--- config.mk ---
export PLATFORM = sky130hd
export DESIGN_NAME = cc_data_delay_line
export DESIGN_NICKNAME = d
export VERILOG_FILES = /design/src/rtl/cc_data_delay_line.sv
export SDC_FILE = /design/constraint.sdc
export NUM_CORES = 1
export LEC_CHECK = 0
export CORE_ASPECT_RATIO = 0.5
export CORE_MARGIN = 3
export CORE_UTILIZATION = 45
export DETAILED_ROUTE_END_ITERATION = 7
export PLACE_DENSITY = 0.63
export SETUP_SLACK_MARGIN = 0.4
export SLEW_MARGIN = 10
export SYNTH_ARGS = -nofsm -noshare
export SYNTH_HDL_FRONTEND = slang
export SYNTH_SLANG_ARGS = --single-unit
export TNS_END_PERCENT = 50
--- constraint.sdc ---
create_clock -name CC_DATADELAYLINE_CLOCK_50 -period 1.75 [get_ports CC_DATADELAYLINE_CLOCK_50]
set_clock_uncertainty 0.1 [all_clocks]
set_input_delay 0.2625 -clock CC_DATADELAYLINE_CLOCK_50 [delete_from_list [all_inputs] [get_ports CC_DATADELAYLINE_CLOCK_50]]
set_output_delay 0.2625 -clock CC_DATADELAYLINE_CLOCK_50 [all_outputs]
set_load 0.005 [all_outputs]
--- src/rtl/cc_data_delay_line.sv ---
// Multi-stage data delay line with run-time tap select.
// Samples advance on a shift strobe (level or edge); valid tracks tap fill.
module cc_data_delay_line #(
  parameter int DATAWIDTH_BUS  = 8,
  parameter int DEPTH_MAX      = 8,
  parameter int DELAYSEL_WIDTH = 4,
  parameter int SHIFT_MODE     = 0
) (
  input  logic                      CC_DATADELAYLINE_CLOCK_50,
  input  logic                      CC_DATADELAYLINE_RESET_InHigh,
  input  logic [DATAWIDTH_BUS-1:0]  CC_DATADELAYLINE_Data_inBus,
  input  logic                      CC_DATADELAYLINE_SendDataSignal_In,
  input  logic [DELAYSEL_WIDTH-1:0] CC_DATADELAYLINE_DelaySel_InBus,
  input  logic                      CC_DATADELAYLINE_Flush_In,
  output logic [DATAWIDTH_BUS-1:0]  CC_DATADELAYLINE_DelayedData_outBus,
  output logic                      CC_DATADELAYLINE_Valid_Out
);

  localparam int FILL_W = $clog2(DEPTH_MAX + 1);

  logic [DATAWIDTH_BUS-1:0]  stage_q [DEPTH_MAX];
  logic [DATAWIDTH_BUS-1:0]  stage_d [DEPTH_MAX];
  logic [FILL_W-1:0]         fill_q;
  logic [FILL_W-1:0]         fill_d;
  logic                      strobe_q;
  logic                      strobe_d;
  logic                      shift_ev;
  logic [DELAYSEL_WIDTH-1:0] neff;

  always_comb begin
    shift_ev = CC_DATADELAYLINE_SendDataSignal_In;
    if (SHIFT_MODE == 1) begin
      shift_ev = CC_DATADELAYLINE_SendDataSignal_In & ~strobe_q;
    end
  end

  // Out-of-range selects clamp to the nearest real tap.
  always_comb begin
    neff = CC_DATADELAYLINE_DelaySel_InBus;
    if (CC_DATADELAYLINE_DelaySel_InBus == '0) begin
      neff = DELAYSEL_WIDTH'(1);
    end else if (CC_DATADELAYLINE_DelaySel_InBus >
                 DELAYSEL_WIDTH'(DEPTH_MAX)) begin
      neff = DELAYSEL_WIDTH'(DEPTH_MAX);
    end
  end

  always_comb begin
    strobe_d = CC_DATADELAYLINE_SendDataSignal_In;
    fill_d   = fill_q;
    for (int k = 0; k < DEPTH_MAX; k++) begin
      stage_d[k] = stage_q[k];
    end
    if (CC_DATADELAYLINE_Flush_In) begin
      strobe_d = 1'b0;
      fill_d   = '0;
      for (int k = 0; k < DEPTH_MAX; k++) begin
        stage_d[k] = '0;
      end
    end else if (shift_ev) begin
      stage_d[0] = CC_DATADELAYLINE_Data_inBus;
      for (int k = 1; k < DEPTH_MAX; k++) begin
        stage_d[k] = stage_q[k-1];
      end
      if (fill_q != FILL_W'(DEPTH_MAX)) begin
        fill_d = fill_q + FILL_W'(1);
      end
    end
  end

  always_ff @(posedge CC_DATADELAYLINE_CLOCK_50) begin
    if (CC_DATADELAYLINE_RESET_InHigh) begin
      strobe_q <= 1'b0;
      fill_q   <= '0;
      for (int k = 0; k < DEPTH_MAX; k++) begin
        stage_q[k] <= '0;
      end
    end else begin
      strobe_q <= strobe_d;
      fill_q   <= fill_d;
      for (int k = 0; k < DEPTH_MAX; k++) begin
        stage_q[k] <= stage_d[k];
      end
    end
  end

  always_comb begin
    CC_DATADELAYLINE_DelayedData_outBus = '0;
    for (int k = 0; k < DEPTH_MAX; k++) begin
      if (neff == DELAYSEL_WIDTH'(k + 1)) begin
        CC_DATADELAYLINE_DelayedData_outBus = stage_q[k];
      end
    end
  end

  assign CC_DATADELAYLINE_Valid_Out = 32'(fill_q) >= 32'(neff);

endmodule

==> Word level (Yosys, flattened, before mapping) <==
Memory sizes are Yosys's and may differ from the RTL's.
Index checks and enable logic that the tools add are counted.
{ "word_totals": {"register_bits": 4, "latch_bits": 0, "mem_bits_rw": 64, "rom_bits": 0, "elab_cells": 48, "mem_count": 1} }
{ "op_classes": {"n_addsub": 1, "multipliers": 0, "n_div": 0, "order_cmp": 2, "eq_ne": 9, "shifts": 0, "muxes": 23, "bitwise_logic": 8, "n_reduce_logical": 3} }
{ "memory_table": {"columns": ["name", "depth", "word_bits", "read_ports", "rd_ports_with_merged_regs", "wr", "line", "rtl"], "rows": [
  ["stage_q", 8, 8, 8, 0, 8, "21", "logic [DATAWIDTH_BUS-1:0] stage_q [DEPTH_MAX];"]
]} }
{ "ops": {"columns": ["cell", "n"], "rows": [
  ["$mux 64", 2],
  ["$mux 8", 16],
  ["$eq 4x3->1 const B", 4],
  ["$eq 4x2->1 const B", 2],
  ["$mux 4", 2],
  ["$or 1x1->1", 8],
  ["$add 4x1->4 const B", 1],
  ["$eq 4x1->1 const B", 1],
  ["$eq 4x4->1 const B", 1],
  ["$ge 4x4->1", 1],
  ["$gt 4x4->1 const B", 1],
  ["$logic_not 4->1", 1],
  ["$ne 4x4->1 const B", 1],
  ["$mux 1", 3],
  ["$reduce_and 2->1", 1],
  ["$reduce_or 2->1", 1]
]} }

==> Depth between registers and ports, before layout <==
Gate-level depths: netlist of run 1.
{ "depth": {"word_depth": 12, "depth_mapped": 10} }

==> Least setup slack after synthesis of run 1 <==
Ideal clock, no wire load.
{ "synth_path": {"kind": "in2out", "from": "in CC_DATADELAYLINE_DelaySel_InBus[0]", "to": "out CC_DATADELAYLINE_Valid_Out", "arrival_ns": 1.553, "setup_slack_ns": -0.165, "path_stages": 9, "path_buffers": 2, "cell_sequence": "buf_6 > buf_2 > nor2_1 > nor2_1 > ha_1 > nand2b_1 > a21o_1 > a21o_1 > a21o_1"} }
{ "synth_via": {"elab_chain_len": 4, "word_cells_on_any_way": 5, "cone_classes": "order compare (2); mux (2); reduce/logical (1)"} }
{ "synth_lines": {"columns": ["element", "line", "rtl"], "rows": [
  ["from (decl)", "13", "input logic [DELAYSEL_WIDTH-1:0] CC_DATADELAYLINE_DelaySel_InBus,"],
  ["$gt 4x4->1", "42", "end else if (CC_DATADELAYLINE_DelaySel_InBus >"],
  ["$mux 4", "42", null],
  ["$mux 4 *", "40", "if (CC_DATADELAYLINE_DelaySel_InBus == '0) begin"],
  ["$ge 4x4->1 *", "96", "assign CC_DATADELAYLINE_Valid_Out = 32'(fill_q) >= 32'(neff);"],
  ["to (decl)", "16", "output logic CC_DATADELAYLINE_Valid_Out"]
]} }
Every way passes the cells marked *; elsewhere a longest branch is shown, timed or not.

==> Final worst setup path of run 1 <==
{ "layout_path": {"from": "reg fill_q[0]", "to": "out CC_DATADELAYLINE_Valid_Out"} }
{ "layout_via": {"elab_chain_len": 1} }
{ "layout_lines": {"columns": ["element", "line", "rtl"], "rows": [
  ["from (decl)", "23", "logic [FILL_W-1:0] fill_q;"],
  ["from (signal assigned)", "80", "fill_q <= fill_d;"],
  ["$ge 4x4->1", "96", null]
]} }
Every way passes these cells.

==> run_results.csv, run 1 <==
group,metric,value,unit
outcome,status,"complete, but fails checks",
outcome,failed_checks,"negative setup slack",
logic_synthesis,synth_area_leaders,"dfxtp_1, mux2i_1, nor2_1, a21oi_1, a221o_1",
hold_path,min_path_type,"input port to register",
critical_path,r2r_slack,0.32,ns
sta,max_slew.worst_pin.slew,0.296,ns
logic_synthesis,synth_top_area_share,42.9,%
floorplan,die_w,125,um
sta,relSlewSlack,80.2,%
placement,io_buffers,24,
global_route,grt_usage,23.3,%
cells_and_area,layout-drive-gt1-share,34.6,%
clock_network,cts.htree.levels,3,
clock_network,clk_path_buf_depth,2,
global_route,grt_pass1_wl,14.6,mm
floorplan,row_count,20,
critical_path,start_kind,"register",
clock_network,clock_sink_count,68,
sta,report.final.hold_viol_count,0,
placement,place_hpwl,5.34,mm
logic_synthesis,synth_cell_type_count,28,
placement,placed_area,3790,um2
critical_path,path_class,"register to primary output",
floorplan,core_area,6430,um2
global_route,grt_max_degree,69,
critical_path,r2r_start,"fill_q[0]",
placement,routabilityCongestion,0.807,
cells_and_area,fin_cells,513,
clock_network,cts_made_buffers,9,
pwr,p_total,3730,uW
logic_synthesis,synth_most_common_cell,"nor2_1",
floorplan,start_util,49.4,%
cells_and_area,areaGrowthSynthToFinish,46.2,%
sta,finalWorstSetupSlack,-0.267,ns
logic_synthesis,syn_inst,342,
clock_network,root_buffer,"clkbuf_16",
critical_path,worst_ep_required_time,1.39,ns
global_route,antenna_found_initial,0,
floorplan,dieArea,8160,um2
clock_network,cts_tree,"done",
route,vias,2780,
clock_network,insertion_delay,0.33,ns
pwr,peakVddDrop,0.492,mV
logic_synthesis,synth.avg_cell_area,9.28,um2
critical_path,crit_arrival,1.65,ns
logic_synthesis,synth-seq-cells,68,
logic_synthesis,syn-cell-area,3170,um2
sta,finalMaxSlewViolations,0,
logic_synthesis,ys_seq_area_share,42.9,%
sta,period_needed,2.02,ns
logic_synthesis,yosys_warnings,0,
cells_and_area,fillers,441,
cells_and_area,final_area,4640,um2
floorplan,ios,25,
global_route,gr-total-overflow,0,
critical_path,r2r_end,"fill_q[2]",
logic_synthesis,synth_edf_count,0,
hold_path,min_path_cells,3,
critical_path,cp-end-kind,"primary output",
placement,placed_cells,476,
pwr,leakage,0.00197,uW
cells_and_area,antennaDiodeCount,0,
placement,post-place-ws,-1.06,ns
clock_network,path_clk_slew,0.06,ns
logic_synthesis,synth_fp_nets,364,
route,ant_nets,0,
route,via_per_inst,5.42,
sta,max_freq,496,MHz
cells_and_area,final_util,72.1,%
logic_synthesis,synth_top_flop_cell,"dfxtp_1",
route,drt-total-wl,9.32,mm
sta,grt_setup_unrepaired,"true",
hold_path,hold_start,"CC_DATADELAYLINE_SendDataSignal_In",
pwr,power_density,804,nW/um2
cells_and_area,final_nets,443,
logic_synthesis,yosysTopAreaCell,"dfxtp_1",
global_route,grt_pass1_vias,2787,
critical_path,crit_path_cell_trace,"inv_2, ha_4, nand2b_4, a21o_1, a21o_1, a21o_1, buf_2",
sta,setup_viol,9,
critical_path,rr_worst_depth,7,
logic_synthesis,synthArstFlopShare,0,%
run,cap_violations,0,
critical_path,crit_path_top_delay_cell,"dfxtp_2",
critical_path,critPathMaxStageDelay,0.33,ns
route,dr.first_iter.drc_count,310,
floorplan,die_height,65.4,um
route,dr.pass1.iters,4,
route,drc,0,
hold_path,whs_endpoint,"fill_q[1]",
logic_synthesis,synthTopCellsByCount,"nor2_1, dfxtp_1, mux2i_1",
route,avgRoutedWirePerCell,18.2,um
critical_path,cpMostUsedCell,"a21o_1",
sta,fin_crit_sh,115,%
critical_path,cp_max_fo,2,
-- critical path, delay by kind of cell (launching register included) --
| family | cells | cell delay (ns) |
|---|---|---|
| adder cells (fa/ha/maj) | 1 | 0.22 |
| flip-flops | 1 | 0.33 |
| AND/OR/NAND/NOR | 1 | 0.13 |
| buffers and inverters | 2 | 0.18 |
| AO/OA/AOI/OAI | 3 | 0.46 |
-- cell type report --
class	instances	area [um2]	share of cell area, %
Tap cell	88	110	2.37
Sequential cell	68	1370	29.4
Inverter	3	11.3	0.243
Clock inverter	2	10.0	0.216
Clock buffer	13	260	5.61
Multi-Input combinational cell	243	2000	43.1
Timing Repair Buffer	96	880	19.0
-- logic make-up (layout without fill, tap and decap cells) --
logic type | count (synthesis) | after routing | share of synthesized area (%)
buffers and inverters | 31 | 114 | 5.91
adder cells (fa/ha/maj) | 6 | 6 | 2.36
AND/OR/NAND/NOR | 118 | 118 | 15.9
flip-flops | 68 | 68 | 42.9
XOR/XNOR | 3 | 3 | 0.828
multiplexers | 64 | 64 | 20.2
AO/OA/AOI/OAI | 52 | 52 | 11.9
-- sequential cells by signal, summed over array words and instances (netlist names) --
signal and flops:
fill_q 4, stage_q 64
-- cell usage in the layout (no fill, tap or decap), types with 8 or more instances in the layout --
cell type	n
o2bb2ai_1	8
buf_6	13
mux2i_1	64
buf_2	9
clkdlybuf4s50_1	10
dfxtp_1	64
a221o_1	8
nand2_1	10
nor2_1	72
clkbuf_16	9
buf_4	53
a21oi_1	16
nand2b_1	8
-- metrics by stage --
| stage | setup TNS [ns] | hold slack [ns] |
|---|---|---|
| after floorplan | -0.129 | 0.310 |
| after global placement | -8.81 | 0.373 |
| after detailed placement | -8.78 | 0.388 |
| after CTS | -1.29 | 0.207 |
| after global routing | -1.77 | 0.223 |
| final | -1.36 | 0.217 |
-- power breakdown --
group / total, uW / leakage, uW / switching (uW) / internal, uW
clock: 1650 / 0.000135 / 624 / 1020
sequential: 1570 / 0.000550 / 9.62 / 1560
combinational: 515 / 0.00129 / 249 / 266
-- worst max-delay path by stage --
stage	depth (start not counted)	to	startpoint	slack, ns
after floorplan	10	CC_DATADELAYLINE_Valid_Out	CC_DATADELAYLINE_DelaySel_InBus[1]	-0.13
after global placement	10	CC_DATADELAYLINE_Valid_Out	CC_DATADELAYLINE_DelaySel_InBus[2]	-1.05
after detailed placement	10	CC_DATADELAYLINE_Valid_Out	CC_DATADELAYLINE_DelaySel_InBus[2]	-1.06
after CTS	7	CC_DATADELAYLINE_Valid_Out	fill_q[0]	-0.25
after global routing	7	CC_DATADELAYLINE_Valid_Out	fill_q[0]	-0.30
final	7	CC_DATADELAYLINE_Valid_Out	fill_q[0]	-0.27
-- repair_timing --
| item | in CTS | in global routing |
|---|---|---|
| hold buffers | 0 | 0 |
| endpoints found under the setup margin | 12 | 12 |
| pin swaps | 31 | 11 |
| resized for setup | 130 | 11 |
| setup buffers | 19 | 3 |
-- layer usage --
layer  GRT usage (%)  vias up  share of wire (%)
met5               0        -                  0
met4            6.97        0                1.5
met3            7.14       13                7.8
met2            36.7       85                 45
met1            31.0     1327                 46
li1                -     1355                  -
(Power assumes the default switching activity.)
==> run 2, diff against run 1 <==
--- a/config.mk
+++ b/config.mk
@@ -7,9 +7,9 @@
 export LEC_CHECK = 0
 export CORE_ASPECT_RATIO = 0.5
 export CORE_MARGIN = 3
-export CORE_UTILIZATION = 45
+export CORE_UTILIZATION = 52
 export DETAILED_ROUTE_END_ITERATION = 7
-export PLACE_DENSITY = 0.63
+export PLACE_DENSITY = 0.71
 export SETUP_SLACK_MARGIN = 0.4
 export SLEW_MARGIN = 10
 export SYNTH_ARGS = -nofsm -noshare
==> run_results.csv, run 2 (synthesis results as in run 1) <==
group,metric,value,unit
floorplan,row_count,19,
placement,routabilityCongestion,0.871,
sta,fin_setup_tns,-1.83,ns
cells_and_area,areaGrowthSynthToFinish,46.6,%
cells_and_area,seq_area,1360,um2
sta,setup_viol,9,
placement,post-place-ws,-0.972,ns
sta,finalMaxSlewViolations,0,
placement,place_hpwl,5.19,mm
floorplan,ios,25,
critical_path,worst_ep_required_time,1.39,ns
sta,max_freq,485,MHz
cells_and_area,multi_input_area,2000,um2
clock_network,cts_tree,"done",
sta,max_slew.worst_pin.slew,0.259,ns
route,vias,3036,
hold_path,min_path_type,"input port to register",
cells_and_area,regMostFlops,"stage_q",
clock_network,clock_sink_count,68,
sta,report.final.hold_viol_count,0,
clock_network,root_buffer,"clkbuf_16",
route,drt-total-wl,10.7,mm
outcome,status,"complete, but fails checks",
sta,finalWorstSetupSlack,-0.312,ns
outcome,failed_checks,"negative setup slack",
critical_path,cp_max_fo,3,
critical_path,r2r_start,"fill_q[0]",
floorplan,start_util,55.9,%
sta,relSlewSlack,82.2,%
floorplan,die_height,61.2,um
cells_and_area,top_regs,"stage_q x64, fill_q x4",
critical_path,startpoint,"CC_DATADELAYLINE_DelaySel_InBus[1]",
cells_and_area,largest_reg_flops,64,
global_route,antenna_found_initial,0,
clock_network,insertion_delay,0.33,ns
pwr,leakage,0.00199,uW
hold_path,hold_start,"CC_DATADELAYLINE_SendDataSignal_In",
clock_network,cts_hold_buffers,0,
cells_and_area,antennaDiodeCount,0,
cells_and_area,fillers,289,
global_route,grt_pass1_vias,2863,
critical_path,path_class,"input port to primary output",
placement,io_buffers,24,
cells_and_area,final_common_cell,"nor2_1",
route,ant_nets,0,
global_route,grt_usage,28.8,%
sta,fin_crit_sh,118,%
clock_network,cts_made_buffers,9,
floorplan,die_w,116,um
floorplan,core_area,5680,um2
global_route,gr-total-overflow,0,
critical_path,cp-end-kind,"primary output",
floorplan,dieArea,7130,um2
cells_and_area,most-common-layout-cells,"nor2_1, dfxtp_1, mux2i_1",
clock_network,path_clk_slew,0.05,ns
clock_network,clk_path_buf_depth,2,
route,avgRoutedWirePerCell,21.4,um
critical_path,start_kind,"input port",
global_route,grt_pass1_wl,15.2,mm
critical_path,crit_arrival,1.70,ns
route,via_per_inst,6.05,
route,dr.pass1.iters,5,
route,drc,0,
route,dr.first_iter.drc_count,379,
sta,period_needed,2.06,ns
run,cap_violations,0,
pwr,peakVddDrop,0.717,mV
cells_and_area,layout-drive-gt1-share,35.9,%
cells_and_area,final_nets,446,
sta,grt_setup_unrepaired,"true",
pwr,power_density,820,nW/um2
global_route,grt_max_degree,69,
clock_network,cts.htree.levels,3,
[run 2: cell count changes in the layout (fill, tap and decap cells not counted), sizes merged]
cell,before,now
buf,85,87
clkinv,2,1
clkbuf,14,17
[run 2: path summary, 6_finish.rpt]
path / slack (ns) / to / depth (start not counted)
max: -0.31 / CC_DATADELAYLINE_Valid_Out / 10
min reg2reg: 0.41 / stage_q[3][8] / 2
max reg2reg: 0.27 / fill_q[2] / 8
min: 0.26 / fill_q[1] / 3
[run 2: area by class of cell]
class	count	area share (%)
Inverter	3	0.242
Multi-Input combinational cell	243	43.0
Tap cell	73	1.96
Sequential cell	68	29.3
Clock inverter	1	0.108
Clock buffer	15	5.97
Timing Repair Buffer	99	19.4
[run 2: metrics by stage]
step | area (um2) | utilization [%] | instances | power (uW) | hold WS [ns]
2_1_floorplan | 3210 | - | 342 | 1830 | 0.310
3_3_place_gp | 3760 | 66.2 | 459 | 1940 | 0.380
3_5_place_dp | 3760 | 66.2 | 459 | 1950 | 0.391
4_1_cts | 4560 | 80.2 | 496 | 3760 | 0.232
5_1_grt | 4650 | 81.9 | 502 | 3900 | 0.267
6_report | 4650 | 81.9 | 502 | 3810 | 0.261
[run 2: where the power goes]
part	internal (uW)	switching, uW
clock network	1070	641
logic	270	258
registers	1560	11.3
[run 2: repair_timing]
item                       CTS  global route
setup buffers               20             6
pin swaps                   39            15
setup endpoints to repair   12            12
gates resized for setup    118            21
gates cloned                 1             0
[run 2: worst max-delay path, stage by stage]
cell and delay, ns:
buf_6 0.11, nor2_1 0.13, nor2_1 0.09, nor2_2 0.17, ha_4 0.22, nand2b_4 0.13, a21o_1 0.14, a21o_1 0.15
a21o_1 0.16, buf_2 0.13
[run 2: metal layers]
metal / vias to the layer above / track usage, % / part of all wire (%)
li1: 1351 / - / -
met1: 1461 / 37.3 / 41
met2: 176 / 46.1 / 46
met3: 48 / 9.72 / 8.9
met4: 0 / 9.42 / 4.2
met5: - / 0 / 0
